$ cat src/rtl/mem_req_issuer_if.sv
// Bundle between the load/store execute side, the memory access stage streams
// and the mem_req_issuer; master is the issuer's view, slave the environment's.
interface mem_req_issuer_if #(
    parameter int MAX_OUTSTANDING = 4
) (
    input logic clk,
    input logic rst
);
    localparam int CW = $clog2(MAX_OUTSTANDING) + 1;

    logic          cmd_valid;
    logic          cmd_ready;
    logic          cmd_write;
    logic [31:0]   cmd_addr;
    logic [31:0]   cmd_wdata;
    logic [2:0]    cmd_funct3;
    logic [16:0]   ctrl_data_o;
    logic          axis_m_addr_tvalid;
    logic          axis_m_addr_tready;
    logic [31:0]   axis_m_addr_tdata;
    logic          axis_m_data_tvalid;
    logic          axis_m_data_tready;
    logic [31:0]   axis_m_data_tdata;
    logic          axis_s_data_tvalid;
    logic          axis_s_data_tready;
    logic [31:0]   axis_s_data_tdata;
    logic          rsp_valid;
    logic          rsp_ready;
    logic [31:0]   rsp_data;
    logic [CW-1:0] outstanding;
    logic [31:0]   dma_shadow;

    modport master (
        input  cmd_valid, cmd_write, cmd_addr, cmd_wdata, cmd_funct3,
        input  axis_m_addr_tready, axis_m_data_tready,
        input  axis_s_data_tvalid, axis_s_data_tdata, rsp_ready,
        output cmd_ready, ctrl_data_o,
        output axis_m_addr_tvalid, axis_m_addr_tdata,
        output axis_m_data_tvalid, axis_m_data_tdata,
        output axis_s_data_tready, rsp_valid, rsp_data, outstanding, dma_shadow
    );

    modport slave (
        output cmd_valid, cmd_write, cmd_addr, cmd_wdata, cmd_funct3,
        output axis_m_addr_tready, axis_m_data_tready,
        output axis_s_data_tvalid, axis_s_data_tdata, rsp_ready,
        input  cmd_ready, ctrl_data_o,
        input  axis_m_addr_tvalid, axis_m_addr_tdata,
        input  axis_m_data_tvalid, axis_m_data_tdata,
        input  axis_s_data_tready, rsp_valid, rsp_data, outstanding, dma_shadow
    );

    // A response beat with nothing in flight has no request to belong to.
    a_no_orphan_beat: assert property (@(posedge clk) disable iff (rst)
        !(axis_s_data_tvalid && (outstanding == {CW{1'b0}})))
        else $error("response beat offered with no request in flight");
endinterface

$ cat src/rtl/mem_req_issuer.sv
// Memory-stage initiator: issues load/store commands on the address/data streams
// and returns load data in order. Optional DMA shadow: MEM_REQ_ISSUER_DMA_SHADOW_EN.
module mem_req_issuer #(
    parameter int          MAX_OUTSTANDING = 4,
    parameter logic [31:0] DMA_ADDR        = 32'h0
) (
    input logic              clk,
    input logic              rst,
    mem_req_issuer_if.master bus
);
    localparam int         CW        = $clog2(MAX_OUTSTANDING) + 1;
    localparam logic [6:0] OPC_LOAD  = 7'b0000011;
    localparam logic [6:0] OPC_STORE = 7'b0100011;

    logic                       busy_r;
    logic                       addr_sent_r;
    logic                       data_sent_r;
    logic                       wr_r;
    logic [31:0]                addr_r;
    logic [31:0]                wdata_r;
    logic [16:0]                ctrl_r;
    logic [CW-1:0]              outst_r;
    logic [MAX_OUTSTANDING-1:0] tag_r;
    logic [MAX_OUTSTANDING-1:0] tag_n_s;
    logic                       rsp_valid_r;
    logic [31:0]                rsp_data_r;

    logic          addr_hs_s;
    logic          data_hs_s;
    logic          issue_done_s;
    logic          room_s;
    logic          cmd_ready_s;
    logic          accept_s;
    logic          head_store_s;
    logic          s_ready_s;
    logic          beat_s;
    logic [CW-1:0] wr_idx_s;

    function automatic logic [16:0] build_ctrl(input logic write, input logic [2:0] funct3);
        return {7'b0000000, funct3, (write ? OPC_STORE : OPC_LOAD)};
    endfunction

    // Pop shifts the queue toward the head; push lands just past the surviving entries.
    function automatic logic [MAX_OUTSTANDING-1:0] tag_next(
        input logic [MAX_OUTSTANDING-1:0] q,
        input logic                       pop,
        input logic                       push,
        input logic [CW-1:0]              idx,
        input logic                       val
    );
        logic [MAX_OUTSTANDING-1:0] r;
        r = pop ? (q >> 1'b1) : q;
        for (int i = 0; i < MAX_OUTSTANDING; i++) begin
            r[i] = (push && (idx == CW'(i))) ? val : r[i];
        end
        return r;
    endfunction

    // Handshake, issue-completion and response-acceptance decode.
    always_comb begin
        addr_hs_s    = busy_r && !addr_sent_r && bus.axis_m_addr_tready;
        data_hs_s    = busy_r && !data_sent_r && bus.axis_m_data_tready;
        issue_done_s = busy_r && (addr_sent_r || addr_hs_s) && (data_sent_r || data_hs_s);
        room_s       = (int'(outst_r) + int'(busy_r)) < MAX_OUTSTANDING;
        cmd_ready_s  = !rst && (!busy_r || issue_done_s) && room_s;
        accept_s     = bus.cmd_valid && cmd_ready_s;
        head_store_s = tag_r[0];
        s_ready_s    = !rst && (outst_r != {CW{1'b0}}) &&
                       (head_store_s || !rsp_valid_r || bus.rsp_ready);
        beat_s       = bus.axis_s_data_tvalid && s_ready_s;
        wr_idx_s     = outst_r - CW'(beat_s);
    end

    assign tag_n_s = tag_next(tag_r, beat_s, issue_done_s, wr_idx_s, wr_r);

    // Issue register: captured on accept, freed once both channels have handshaken.
    always_ff @(posedge clk) begin
        if (rst) begin
            busy_r      <= 1'b0;
            addr_sent_r <= 1'b0;
            data_sent_r <= 1'b0;
            wr_r        <= 1'b0;
            addr_r      <= 32'h0;
            wdata_r     <= 32'h0;
            ctrl_r      <= 17'h0;
        end else if (accept_s) begin
            busy_r      <= 1'b1;
            addr_sent_r <= 1'b0;
            data_sent_r <= 1'b0;
            wr_r        <= bus.cmd_write;
            addr_r      <= bus.cmd_addr;
            wdata_r     <= bus.cmd_write ? bus.cmd_wdata : 32'h0;
            ctrl_r      <= build_ctrl(bus.cmd_write, bus.cmd_funct3);
        end else if (issue_done_s) begin
            busy_r      <= 1'b0;
            addr_sent_r <= 1'b0;
            data_sent_r <= 1'b0;
        end else begin
            addr_sent_r <= addr_sent_r || addr_hs_s;
            data_sent_r <= data_sent_r || data_hs_s;
        end
    end

    // In-flight count and per-request load/store tags, oldest at bit 0.
    always_ff @(posedge clk) begin
        if (rst) begin
            outst_r <= {CW{1'b0}};
            tag_r   <= {MAX_OUTSTANDING{1'b0}};
        end else begin
            outst_r <= outst_r + CW'(issue_done_s) - CW'(beat_s);
            tag_r   <= tag_n_s;
        end
    end

    // Load result holding register; store acknowledgements never reach it.
    always_ff @(posedge clk) begin
        if (rst) begin
            rsp_valid_r <= 1'b0;
            rsp_data_r  <= 32'h0;
        end else if (beat_s && !head_store_s) begin
            rsp_valid_r <= 1'b1;
            rsp_data_r  <= bus.axis_s_data_tdata;
        end else if (bus.rsp_ready) begin
            rsp_valid_r <= 1'b0;
        end else begin
            rsp_valid_r <= rsp_valid_r;
        end
    end

`ifdef MEM_REQ_ISSUER_DMA_SHADOW_EN
    logic [MAX_OUTSTANDING-1:0] dma_tag_r;
    logic [31:0]                shadow_r;

    // Parallel tag marking which in-flight requests target the DMA register.
    always_ff @(posedge clk) begin
        if (rst) begin
            dma_tag_r <= {MAX_OUTSTANDING{1'b0}};
        end else begin
            dma_tag_r <= tag_next(dma_tag_r, beat_s, issue_done_s, wr_idx_s, addr_r == DMA_ADDR);
        end
    end

    // A store completing issue is younger than any load returning now, so it wins.
    always_ff @(posedge clk) begin
        if (rst) begin
            shadow_r <= 32'h0;
        end else if (issue_done_s && wr_r && (addr_r == DMA_ADDR)) begin
            shadow_r <= wdata_r;
        end else if (beat_s && !head_store_s && dma_tag_r[0]) begin
            shadow_r <= bus.axis_s_data_tdata;
        end else begin
            shadow_r <= shadow_r;
        end
    end

    assign bus.dma_shadow = shadow_r;
`else
    assign bus.dma_shadow = DMA_ADDR & 32'h0;
`endif

    assign bus.cmd_ready          = cmd_ready_s;
    assign bus.ctrl_data_o        = ctrl_r;
    assign bus.axis_m_addr_tvalid = busy_r && !addr_sent_r;
    assign bus.axis_m_addr_tdata  = addr_r;
    assign bus.axis_m_data_tvalid = busy_r && !data_sent_r;
    assign bus.axis_m_data_tdata  = wdata_r;
    assign bus.axis_s_data_tready = s_ready_s;
    assign bus.rsp_valid          = rsp_valid_r;
    assign bus.rsp_data           = rsp_data_r;
    assign bus.outstanding        = outst_r;
endmodule

$ cat src/flat_wrapper.sv
// flat-port wrapper written by rule: the top's interface ports become plain ports
module mem_req_issuer_flat 
#(
    parameter int          MAX_OUTSTANDING = 4,
    parameter logic [31:0] DMA_ADDR        = 32'h0
)
  (clk, rst, bus_cmd_valid, bus_cmd_write, bus_cmd_addr, bus_cmd_wdata, bus_cmd_funct3, bus_axis_m_addr_tready, bus_axis_m_data_tready, bus_axis_s_data_tvalid, bus_axis_s_data_tdata, bus_rsp_ready, bus_cmd_ready, bus_ctrl_data_o, bus_axis_m_addr_tvalid, bus_axis_m_addr_tdata, bus_axis_m_data_tvalid, bus_axis_m_data_tdata, bus_axis_s_data_tready, bus_rsp_valid, bus_rsp_data, bus_outstanding, bus_dma_shadow);
  mem_req_issuer_if #(.MAX_OUTSTANDING(MAX_OUTSTANDING)) bus_i (.clk(clk), .rst(rst));
  input logic clk;
  input logic rst;
  input wire logic [$bits(bus_i.cmd_valid)-1:0] bus_cmd_valid;
  input wire logic [$bits(bus_i.cmd_write)-1:0] bus_cmd_write;
  input wire logic [$bits(bus_i.cmd_addr)-1:0] bus_cmd_addr;
  input wire logic [$bits(bus_i.cmd_wdata)-1:0] bus_cmd_wdata;
  input wire logic [$bits(bus_i.cmd_funct3)-1:0] bus_cmd_funct3;
  input wire logic [$bits(bus_i.axis_m_addr_tready)-1:0] bus_axis_m_addr_tready;
  input wire logic [$bits(bus_i.axis_m_data_tready)-1:0] bus_axis_m_data_tready;
  input wire logic [$bits(bus_i.axis_s_data_tvalid)-1:0] bus_axis_s_data_tvalid;
  input wire logic [$bits(bus_i.axis_s_data_tdata)-1:0] bus_axis_s_data_tdata;
  input wire logic [$bits(bus_i.rsp_ready)-1:0] bus_rsp_ready;
  output wire logic [$bits(bus_i.cmd_ready)-1:0] bus_cmd_ready;
  output wire logic [$bits(bus_i.ctrl_data_o)-1:0] bus_ctrl_data_o;
  output wire logic [$bits(bus_i.axis_m_addr_tvalid)-1:0] bus_axis_m_addr_tvalid;
  output wire logic [$bits(bus_i.axis_m_addr_tdata)-1:0] bus_axis_m_addr_tdata;
  output wire logic [$bits(bus_i.axis_m_data_tvalid)-1:0] bus_axis_m_data_tvalid;
  output wire logic [$bits(bus_i.axis_m_data_tdata)-1:0] bus_axis_m_data_tdata;
  output wire logic [$bits(bus_i.axis_s_data_tready)-1:0] bus_axis_s_data_tready;
  output wire logic [$bits(bus_i.rsp_valid)-1:0] bus_rsp_valid;
  output wire logic [$bits(bus_i.rsp_data)-1:0] bus_rsp_data;
  output wire logic [$bits(bus_i.outstanding)-1:0] bus_outstanding;
  output wire logic [$bits(bus_i.dma_shadow)-1:0] bus_dma_shadow;
  assign bus_i.cmd_valid = bus_cmd_valid;
  assign bus_i.cmd_write = bus_cmd_write;
  assign bus_i.cmd_addr = bus_cmd_addr;
  assign bus_i.cmd_wdata = bus_cmd_wdata;
  assign bus_i.cmd_funct3 = bus_cmd_funct3;
  assign bus_i.axis_m_addr_tready = bus_axis_m_addr_tready;
  assign bus_i.axis_m_data_tready = bus_axis_m_data_tready;
  assign bus_i.axis_s_data_tvalid = bus_axis_s_data_tvalid;
  assign bus_i.axis_s_data_tdata = bus_axis_s_data_tdata;
  assign bus_i.rsp_ready = bus_rsp_ready;
  assign bus_cmd_ready = bus_i.cmd_ready;
  assign bus_ctrl_data_o = bus_i.ctrl_data_o;
  assign bus_axis_m_addr_tvalid = bus_i.axis_m_addr_tvalid;
  assign bus_axis_m_addr_tdata = bus_i.axis_m_addr_tdata;
  assign bus_axis_m_data_tvalid = bus_i.axis_m_data_tvalid;
  assign bus_axis_m_data_tdata = bus_i.axis_m_data_tdata;
  assign bus_axis_s_data_tready = bus_i.axis_s_data_tready;
  assign bus_rsp_valid = bus_i.rsp_valid;
  assign bus_rsp_data = bus_i.rsp_data;
  assign bus_outstanding = bus_i.outstanding;
  assign bus_dma_shadow = bus_i.dma_shadow;
  mem_req_issuer #(.MAX_OUTSTANDING(MAX_OUTSTANDING), .DMA_ADDR(DMA_ADDR)) u_core (.clk(clk), .rst(rst), .bus(bus_i));
endmodule
$ cat config.mk
export PLATFORM = sky130hd
export DESIGN_NAME = mem_req_issuer_flat
export DESIGN_NICKNAME = d
export VERILOG_FILES = /design/src/rtl/mem_req_issuer_if.sv /design/src/rtl/mem_req_issuer.sv /design/src/flat_wrapper.sv
export SDC_FILE = /design/constraint.sdc
export NUM_CORES = 1
export LEC_CHECK = 0
export BUFFER_PORTS_ARGS = -buffer_cell sky130_fd_sc_hd__buf_2
export CORE_MARGIN = 2
export CORE_UTILIZATION = 47
export CTS_CLUSTER_DIAMETER = 60
export DETAILED_ROUTE_END_ITERATION = 7
export PLACE_DENSITY = 0.85
export SLEW_MARGIN = 40
export SYNTH_ARGS = -nofsm -noshare
export SYNTH_HDL_FRONTEND = slang
export SYNTH_SLANG_ARGS = --single-unit
$ cat constraint.sdc
create_clock -name clk -period 5.05 [get_ports clk]
set_input_delay 0.7575 -clock clk [delete_from_list [all_inputs] [get_ports clk]]
set_output_delay 0.7575 -clock clk [all_outputs]
set_load 0.02 [all_outputs]
---- Word-level counts from Yosys, hierarchy flattened ----
Cells that the tools add are included.
word-level totals
  logic and storage cells ................. 70
  bits of input ports ..................... 107
  output and inout bits ................... 153
  register bits after elaboration ......... 118
operators by class
  eq/ne operators ......................... 3
  magnitude comparators ................... 1
  muxes and demuxes ....................... 11
  add/sub/neg operators ................... 4
  reduce and logical (&&, ||, !) cells .... 37
operators with widths
  operator                                                      number
  less-than comparator 32 x 4 -> 1 bit (second input constant)  1
  2-to-1 mux 32 bit                                             1
  logical AND 1 bit                                             17
  nonzero test 2 bit                                            6
  2-to-1 mux 1 bit                                              8
  == test 3 x 2 -> 1 bit (second input constant)                2
  logical NOT 1 bit                                             6
  2-to-1 mux 6 bit                                              1
  subtractor 3 x 1 -> 3 bit                                     2
  logical OR 1 bit                                              5
  adder 3 x 1 -> 4 bit                                          1
  2-to-1 mux 4 bit                                              1
  adder 3 x 1 -> 3 bit                                          1
  == test 3 x 1 -> 1 bit (second input constant)                1
  logical NOT 3 bit                                             1
  nonzero test 3 bit                                            1
  OR reduction 3 bit                                            1

---- Logic depth before layout (Yosys ltp) ----
Gate-level depths: netlist (run 1).
  depth in word-level cells ............... 11
  mapped depth ............................ 8
  depth with buffers taken out ............ 8

---- Least setup slack after synthesis (run 1) ----
Ideal clock, no wire load.
  path type ............................... reg-to-output
  start point ............................. reg u_core.outst_r[2], in the netlist u_core.bus.outstanding[2]
  end point ............................... out bus_cmd_ready
  path buffers ............................ 2
  slack ................................... 2.347 ns
  required time ........................... 4.293 ns
  arrival time ............................ 1.946 ns
  cell stages (with the launch flop) ...... 8
  cells stage by stage .................... dfxtp_1 > ha_1 > o211a_1 > o22ai_1 > buf_2 > buf_1 > nand2_1 > nor2_1
between the ends
  word-level cells in the longest chain between the ends .. 3
RTL lines
  element                               line                   source
  start, declared                       mem_req_issuer.sv:22   logic [CW-1:0] outst_r;
  start signal, assigned                mem_req_issuer.sv:107  outst_r <= {CW{1'b0}};
  start signal, assigned                mem_req_issuer.sv:110  outst_r <= outst_r + CW'(issue_done_s) - CW'(beat_s);
  adder 3 x 1 -> 4 bit                  mem_req_issuer.sv:64   room_s = (int'(outst_r) + int'(busy_r)) < MAX_OUTSTANDING;
  less-than comparator 32 x 4 -> 1 bit  mem_req_issuer.sv:64
  logical AND 1 bit                     mem_req_issuer.sv:65   cmd_ready_s = !rst && (!busy_r || issue_done_s) && room_s;
  end, declared                         flat_wrapper.sv:21     output wire logic [$bits(bus_i.cmd_ready)-1:0] bus_cmd_ready;
No other way between the ends.

---- Worst setup path in the final report (run 1) ----
  start point ............................. in rst
  end point ............................... reg u_core.tag_r[1]
between the ends
  word-level cells in the longest chain between the ends .. 8
  elaborated cells on any way between the ends .. 9
  those cells by class .................... add/sub: 1; eq/ne: 1; mux: 1; reduce/logical: 6
RTL lines
  element                                                        line                   source
  start, declared                                                flat_wrapper.sv:10     input logic rst;
  logical NOT 1 bit                                              mem_req_issuer.sv:68   s_ready_s = !rst && (outst_r != {CW{1'b0}}) &&
  logical AND 1 bit (2 in series)                                mem_req_issuer.sv:68
  logical AND 1 bit                                              mem_req_issuer.sv:70   beat_s = bus.axis_s_data_tvalid && s_ready_s;
  subtractor 3 x 1 -> 3 bit                                      mem_req_issuer.sv:71   wr_idx_s = outst_r - CW'(beat_s);
  == test 3 x 1 -> 1 bit                                         mem_req_issuer.sv:54   r[i] = (push && (idx == CW'(i))) ? val : r[i];
  logical AND 1 bit                                              mem_req_issuer.sv:54
  2-to-1 mux 1 bit / nonzero test 2 bit (equally long branches)  --
  end signal, assigned                                           mem_req_issuer.sv:108  tag_r <= {MAX_OUTSTANDING{1'b0}};
  end signal, assigned                                           mem_req_issuer.sv:111  tag_r <= tag_n_s;
  end, declared                                                  mem_req_issuer.sv:23   logic [MAX_OUTSTANDING-1:0] tag_r;
Parallel ways exist; a longest one is shown, timed or not.
A chain may end at the register's enable or synchronous reset.

==> summary.md, run 1 <==
| Metric | Value |
|---|---|
| Placed cell area | `around 5400 um2` |
| Fin util | `between 60% and 70%` |
| Tcrit/Tclk final | `59.3%` |
| Worst slew margin | `roughly 47%` |
| Non-Filler Instances | `824` |
| Clk slew on worst S/H paths | `around 100 ps` |
| Worst-path maximum fanout | `between 40 and 50` |
| Via count | `~4200` |
| H-tree depth | `3` |
| R2R Setup Slk | `2440 ps` |
| Area Growth Syn to Fin | `25.4%` |
| Die boundary width | `between 100 and 150 um` |
| Final min period | `around 3000 ps` |
| Yosys top cell by area | `dfxtp_1` |
| Clock Skew | `about 18 ps` |
| Share of cells above drive strength 1 | `35.8%` |
| CP startpoint kind | `input port` |
| Pwr/cell area | `around 390 nW/um2` |
| Syn Area/Cell | `approximately 9.0 um2` |
| CTS sink cnt | `between 100 and 150` |
| CTS Hold Buffers Added | `0` |
| Core ar. | `about 9200 um2` |
| Setup TNS | `0 ps` |
| Initial Util | `approximately half` |
| Placed insts | `808` |
| FF-to-FF End | `u_core.tag_r[1]$_SDFFE_PP0P_` |
| Lkg Pwr | `2.68 nW` |
| WS Path Type | `input port to flop` |
| Die height | `around 100 um` |
| Post-cts sizing count | `0` |
| Overflow after GRT | `0` |
| Post-synthesis sequential area ratio | `between 40 and 50%` |
| Main flop type after synthesis | `dfxtp_1` |
| Hold EP | `u_core.bus.rsp_data[26]$_SDFFE_PP0P_` |
| Total CTS buffers | `9` |
| DRT Pass-1 Iters | `6` |
| Routed length per instance | `around 14 um` |
| Crit-path slowest cell | `buf_2` |
| Final Cell Area | `between 5000 and 6000 um2` |
| DRC errors left | `0` |
| Worst-Margin Slew | `791 ps` |
| Peak VDD IR | `0.000153 V` |
| Top post-synthesis cells by area | `dfxtp_1 (50%), a21oi_1 (8.0%), buf_4 (7.5%)` |
| Antenna violations before repair | `0` |
| Slew Viols, Final | `0` |
| Outcome | `complete, no violations` |
| FF+latch count, synth | `112` |
| Worst-case clock buffer depth | `2` |
| Min-Delay Path Depth | `2` |
| WP data required | `~5300 ps` |
| Total GRT Usage | `about a fifth` |
| Final hold violation count | `0` |
| Skew-Pair Late Insertion Delay | `370 ps` |
| Max cap viols | `0` |
| Cell count after synthesis | `499` |
| IO Pins | `260` |
| Count of input and output buffers | `approximately 220` |
| Post-CTS setup buffer count | `0` |
| Avg Vias per Cell | `roughly 5.1` |
| Routed Antenna Nets | `0` |
| DRT Wirelength | `11200 um` |
| Post-synth ARST share | `0%` |
| Post-synth EDFFs | `0` |
| Syn Std Cell Area | `around 4500 um2` |
| Final GP Congestion | `0.789` |
| Yosys top cell area share | `about 50%` |
| Hold Path Origin | `u_core.bus.rsp_data[26]$_SDFFE_PP0P_` |
| Arr. time, crit path | `roughly 3300 ps` |
| Crit-path cells | `buf_2 > nand2b_1 > nor3_2 > ha_1 > ha_1 > xnor2_1 > nand2_1 > or3_1 > a211oi_1` |
| First-pass GRT wire length | `between 15000 and 20000 um` |
| FMAX | `334 MHz` |
| DP HPWL | `roughly 8000 um` |
| RSZ-0062 raised after global routing | `no` |
| Initial DRC count | `approximately 150` |
| TritonCTS clock tree | `done` |
| Setup Viol. Count Final | `0` |
| CP max stage delay | `around 600 ps` |
| CTS root buffer | `clkbuf_8` |
| Nets | `803` |
| Pin count of the biggest net entering global routing | `46` |
| Ant diodes | `0` |
| Vias in the first global route | `around 3700` |
| HP Class | `flop to flop` |
| Setup crit end kind | `flop` |
| Most prevalent standard cell on the critical path | `ha_1` |
| Fill cells | `788` |
| Row Count | `35` |
| Post-synth cell types | `between 40 and 50` |
| FF-to-FF path depth | `8` |
| Die ar. | `a little over 10000 um2` |
| Worst r2r src | `u_core.bus.outstanding[1]$_SDFF_PP0_` |
| Yosys Warn Count | `0` |
[per-layer routing]
layer | vias up | track usage, % | part of all wire [%]
li1 | 2021 | - | -
met1 | 1932 | 23.6 | 40
met2 | 191 | 34.6 | 50
met3 | 23 | 4.97 | 7.8
met4 | 0 | 8.52 | 2.1
met5 | - | 0 | 0
[critical path: cells and delay by family]
family                   cells  cell delay (ps)
buffers and inverters        1              600
XOR/XNOR                     1              310
adder cells (fa/ha/maj)      2              460
AND/OR/NAND/NOR              4              940
AO/OA/AOI/OAI                1              210
[stage by stage]
stage                     setup WS (ps)  hold WS, ps  power, W
after floorplan                    2350          498   0.00151
after global placement             1890          439   0.00167
after detailed placement           1700          443   0.00169
after CTS                          2060          461   0.00221
after global routing               1850          480   0.00232
final                              2060          459   0.00220
[cells by family after synthesis]
| logic type | share of synthesized area (%) |
|---|---|
| compound gates | 20.6 |
| simple gates | 14.4 |
| flops | 49.9 |
| buf+inv | 12.1 |
| fa+ha+maj | 1.84 |
| mux | 0.669 |
| xor+xnor | 0.390 |
| other cells | 0.0835 |
[cells in the mapped netlist (2+ instances only)]
cell type / count
nor3_1: 2
nor3_2: 2
buf_6: 5
nand2b_1: 3
nand2_1: 68
a22o_1: 32
o21ai_0: 35
mux2i_1: 3
nand3_1: 35
inv_1: 4
nand4_1: 2
nor2_1: 8
nor2b_1: 5
o22ai_1: 2
clkbuf_1: 25
a211oi_1: 2
buf_1: 5
ha_1: 5
dfxtp_1: 112
buf_4: 45
nor4_1: 3
buf_2: 4
a21oi_1: 72
[layout by cell type, fill, tap and decap left out, types with 3 or more instances in the layout]
cell	Yosys	final
nand3_1	35	35
nor2b_1	5	5
dfxtp_1	112	112
clkbuf_8	0	10
inv_1	4	4
buf_4	45	6
conb_1	1	43
mux2i_1	3	3
ha_1	5	5
nor2_1	8	8
buf_2	4	216
o21ai_0	35	35
nand2b_1	3	3
a22o_1	32	32
nor4_1	3	3
a21oi_1	72	71
nand2_1	68	68
[cell type report]
| cell class | instances | area (um2) | area share (%) |
|---|---|---|---|
| multi-input combinational | 341 | 1890 | 33.5 |
| tap | 129 | 161 | 2.87 |
| clock buffer | 10 | 138 | 2.45 |
| inverter | 4 | 15.0 | 0.267 |
| timing repair buffer | 222 | 1130 | 20.0 |
| sequential | 112 | 2240 | 39.8 |
| clock inverter | 6 | 57.6 | 1.02 |
[worst max-delay path by stage]
stage                                                     from                                   end  slack, ps
final                                                      rst          u_core.tag_r[1]$_SDFFE_PP0P_       2060
after detailed placement                                   rst          u_core.tag_r[1]$_SDFFE_PP0P_       1700
after global routing                                       rst          u_core.tag_r[1]$_SDFFE_PP0P_       1850
after CTS                                                  rst          u_core.tag_r[1]$_SDFFE_PP0P_       2060
after floorplan           u_core.bus.outstanding[2]$_SDFF_PP0_                         bus_cmd_ready       2350
after global placement                                     rst  u_core.bus.outstanding[2]$_SDFF_PP0_       1890
[power by group]
group / switching [W] / internal (W)
sequential: 0.0000641 / 0.000983
combinational: 0.000417 / 0.000209
clock: 0.000319 / 0.000206
total: 0.000800 / 0.00140
[registers in the layout, indices dropped and copies added (netlist names)]
| signal | cells |
|---|---|
| u_core.bus.axis_m_addr_tdata | 32 |
| u_core.bus.axis_m_data_tdata | 32 |
| u_core.bus.rsp_data | 32 |
| u_core.bus.ctrl_data_o | 5 |
| u_core.tag_r | 4 |
| u_core.bus.outstanding | 3 |
| u_core.addr_sent_r | 1 |
| u_core.bus.rsp_valid | 1 |
| u_core.busy_r | 1 |
| u_core.data_sent_r | 1 |
Power figures use the tool's default switching activity.
==> inputs of run 2 (changes only) <==
--- a/config.mk
+++ b/config.mk
@@ -7,10 +7,10 @@
 export LEC_CHECK = 0
 export BUFFER_PORTS_ARGS = -buffer_cell sky130_fd_sc_hd__buf_2
 export CORE_MARGIN = 2
-export CORE_UTILIZATION = 47
+export CORE_UTILIZATION = 40
 export CTS_CLUSTER_DIAMETER = 60
 export DETAILED_ROUTE_END_ITERATION = 7
-export PLACE_DENSITY = 0.85
+export PLACE_DENSITY = 0.77
 export SLEW_MARGIN = 40
 export SYNTH_ARGS = -nofsm -noshare
 export SYNTH_HDL_FRONTEND = slang
==> constraint.sdc (replaced) <==
create_clock -name clk -period 2.5 [get_ports clk]
set_input_delay 0.375 -clock clk [delete_from_list [all_inputs] [get_ports clk]]
set_output_delay 0.375 -clock clk [all_outputs]
set_load 0.02 [all_outputs]
==> summary.md, run 2 (synthesis results as in run 1) <==
| Metric | Value |
|---|---|
| DRT Pass-1 Iters | `4` |
| Setup TNS | `0 ps` |
| Clk slew on worst S/H paths | `approximately 110 ps` |
| Hold Path Origin | `bus_cmd_wdata[11]` |
| Die ar. | `12100 um2` |
| Most common cell after layout, fill and taps aside | `buf_2` |
| Avg Vias per Cell | `about 5.0` |
| Skew-Pair Late Insertion Delay | `between 300 and 400 ps` |
| Min-Delay Path Depth | `2` |
| Worst-path maximum fanout | `6` |
| H-tree depth | `3` |
| Top Layer Used | `met4` |
| Routed length per instance | `13.8 um` |
| DRC errors left | `0` |
| Comb power frac | `a little under 30%` |
| Pwr/cell area | `778 nW/um2` |
| Tot Pwr | `0.00442 W` |
| Arr. time, crit path | `2550 ps` |
| Total GRT Usage | `between 10% and 20%` |
| Worst-Margin Slew | `631 ps` |
| DRT Wirelength | `11600 um` |
| FF-to-FF End | `u_core.tag_r[1]$_SDFFE_PP0P_` |
| Total CTS buffers | `9` |
| Sw Share | `a little over a third` |
| Clock Skew | `9.62 ps` |
| First-pass GRT wire length | `around 17000 um` |
| Tcrit/Tclk final | `90.7%` |
| Row Count | `38` |
| Final hold violation count | `0` |
| Worst slew margin | `57.9%` |
| CTS Hold Buffers Added | `0` |
| Share of cells above drive strength 1 | `a little over a third` |
| Initial DRC count | `between 300 and 400` |
| Setup Viol. Count Final | `0` |
| Setup crit end kind | `flop` |
| Fin util | `52.1%` |
| TritonCTS clock tree | `done` |
| Pin count of the biggest net entering global routing | `85` |
| Peak VDD IR | `roughly 0.00043 V` |
| Psw | `0.00161 W` |
| Count of input and output buffers | `216` |
| Vias in the first global route | `about 3800` |
| Area Growth Syn to Fin | `26.5%` |
| Nets | `a little over 800` |
| Worst r2r src | `u_core.bus.outstanding[1]$_SDFF_PP0_` |
| Power share of the clock group | `between 20% and 30%` |
| Wl on met1 | `about 4600 um` |
| Seq pwr share | `approximately 48%` |
| CTS sink cnt | `~110` |
| Die height | `between 100 and 150 um` |
| Antenna violations before repair | `0` |
| Met2 routed WL | `~5600 um` |
| Initial Util | `between 40% and 50%` |
| WS Path Type | `flop to flop` |
| DP HPWL | `between 8000 and 9000 um` |
| Outcome | `complete, no violations` |
| Max cap viols | `0` |
| RSZ-0062 raised after global routing | `no` |
| Die boundary width | `around 110 um` |
| Overflow after GRT | `0` |
| IO Pins | `260` |
| Final min period | `2270 ps` |
| Final GP Congestion | `between 0.8 and 0.9` |
| FF-to-FF path depth | `8` |
| FMAX | `about 440 MHz` |
| Core ar. | `between 10000 and 15000 um2` |
| Most frequent cells in the layout | `buf_2 (216), dfxtp_1 (111), a21oi_1 (71)` |
| Routed wire length on met3 | `roughly 1000 um` |
| Via count | `around 4200` |
| Worst-case clock buffer depth | `2` |
| CP startpoint kind | `flop` |
| Slew Viols, Final | `0` |
| R2R Setup Slk | `~230 ps` |
| Hold EP | `u_core.bus.axis_m_data_tdata[11]$_SDFFE_PP0P_` |
| Fill cells | `1002` |
| Ant diodes | `0` |
| WP data required | `~2800 ps` |
| HP Class | `input port to flop` |
| P_int | `about 0.0028 W` |
| Lkg Pwr | `2.69 nW` |
| Routed Antenna Nets | `0` |
| CTS root buffer | `clkbuf_8` |
[run 2: changes by cell type in the layout (fill, tap and decap cells not counted), sizes merged]
cell | before | now
clkinvlp | 0 | 3
inv | 8 | 5
buf | 222 | 227
clkbuf | 10 | 9
clkinv | 2 | 3
[run 2: power groups by stage]
stage	Clock (W)	Sequential [W]	Combinational, W
after floorplan	0	0.00236	0.000691
after CTS	0.00103	0.00211	0.00130
after global placement	0	0.00214	0.00125
after global routing	0.00110	0.00214	0.00142
final	0.000990	0.00212	0.00131
after detailed placement	0	0.00215	0.00129
[run 2: stage by stage]
| step | hold slack, ps | area (um2) | cells | setup slack, ps |
|---|---|---|---|---|
| floorplan | 498 | 4650 | 541 | 179 |
| global placement | 438 | 5470 | 823 | 190 |
| detailed placement | 444 | 5470 | 823 | 27.1 |
| CTS | 191 | 5660 | 839 | 117 |
| global route | 196 | 5680 | 840 | 90.6 |
| finish | 209 | 5680 | 840 | 233 |
[run 2: what timing repair did]
action                                  4_1_cts  5_1_grt
pin swaps                                     0        1
endpoints found under the setup margin        1        1
setup buffers                                 0        1
resized for setup                             1        2
hold endpoints to repair                      0        0
[run 2: worst max path at each step]
| stage | from | endpoint | slack [ps] | cells after the start |
|---|---|---|---|---|
| floorplan | u_core.bus.outstanding[2]$_SDFF_PP0_ | bus_cmd_ready | 180 | 7 |
| global placement | u_core.bus.outstanding[0]$_SDFF_PP0_ | u_core.bus.outstanding[2]$_SDFF_PP0_ | 190 | 8 |
| detailed placement | u_core.bus.outstanding[1]$_SDFF_PP0_ | u_core.tag_r[1]$_SDFFE_PP0P_ | 30 | 8 |
| CTS | u_core.tag_r[0]$_SDFFE_PP0P_ | u_core.tag_r[1]$_SDFFE_PP0P_ | 120 | 8 |
| global route | u_core.bus.outstanding[1]$_SDFF_PP0_ | u_core.tag_r[1]$_SDFFE_PP0P_ | 90 | 8 |
| finish | u_core.bus.outstanding[1]$_SDFF_PP0_ | u_core.tag_r[1]$_SDFFE_PP0P_ | 230 | 8 |
[run 2: layer usage]
metal | vias to the layer above | GRT usage [%]
li1 | 2031 | -
met1 | 1946 | 19.5
met2 | 214 | 31.7
met3 | 19 | 4.21
met4 | 0 | 8.05
met5 | - | 0
[run 2: layout make-up]
class,count,area (um2),share of cell area [%]
clock buffer,9,124,2.18
clock inverter,7,56.3,0.992
inverter,4,15.0,0.264
multi-input combinational,341,1900,33.4
sequential,112,2240,39.5
tap,140,175,3.09
timing repair buffer,227,1170,20.6
[run 2: critical path: stages, from the launching register on]
cell and delay [ps]:
dfxtp_1 480, nor3_4 100, nor3_2 330, ha_1 250, ha_1 180, xnor2_1 190
nand2_1 120, or3_1 310, a211oi_1 220
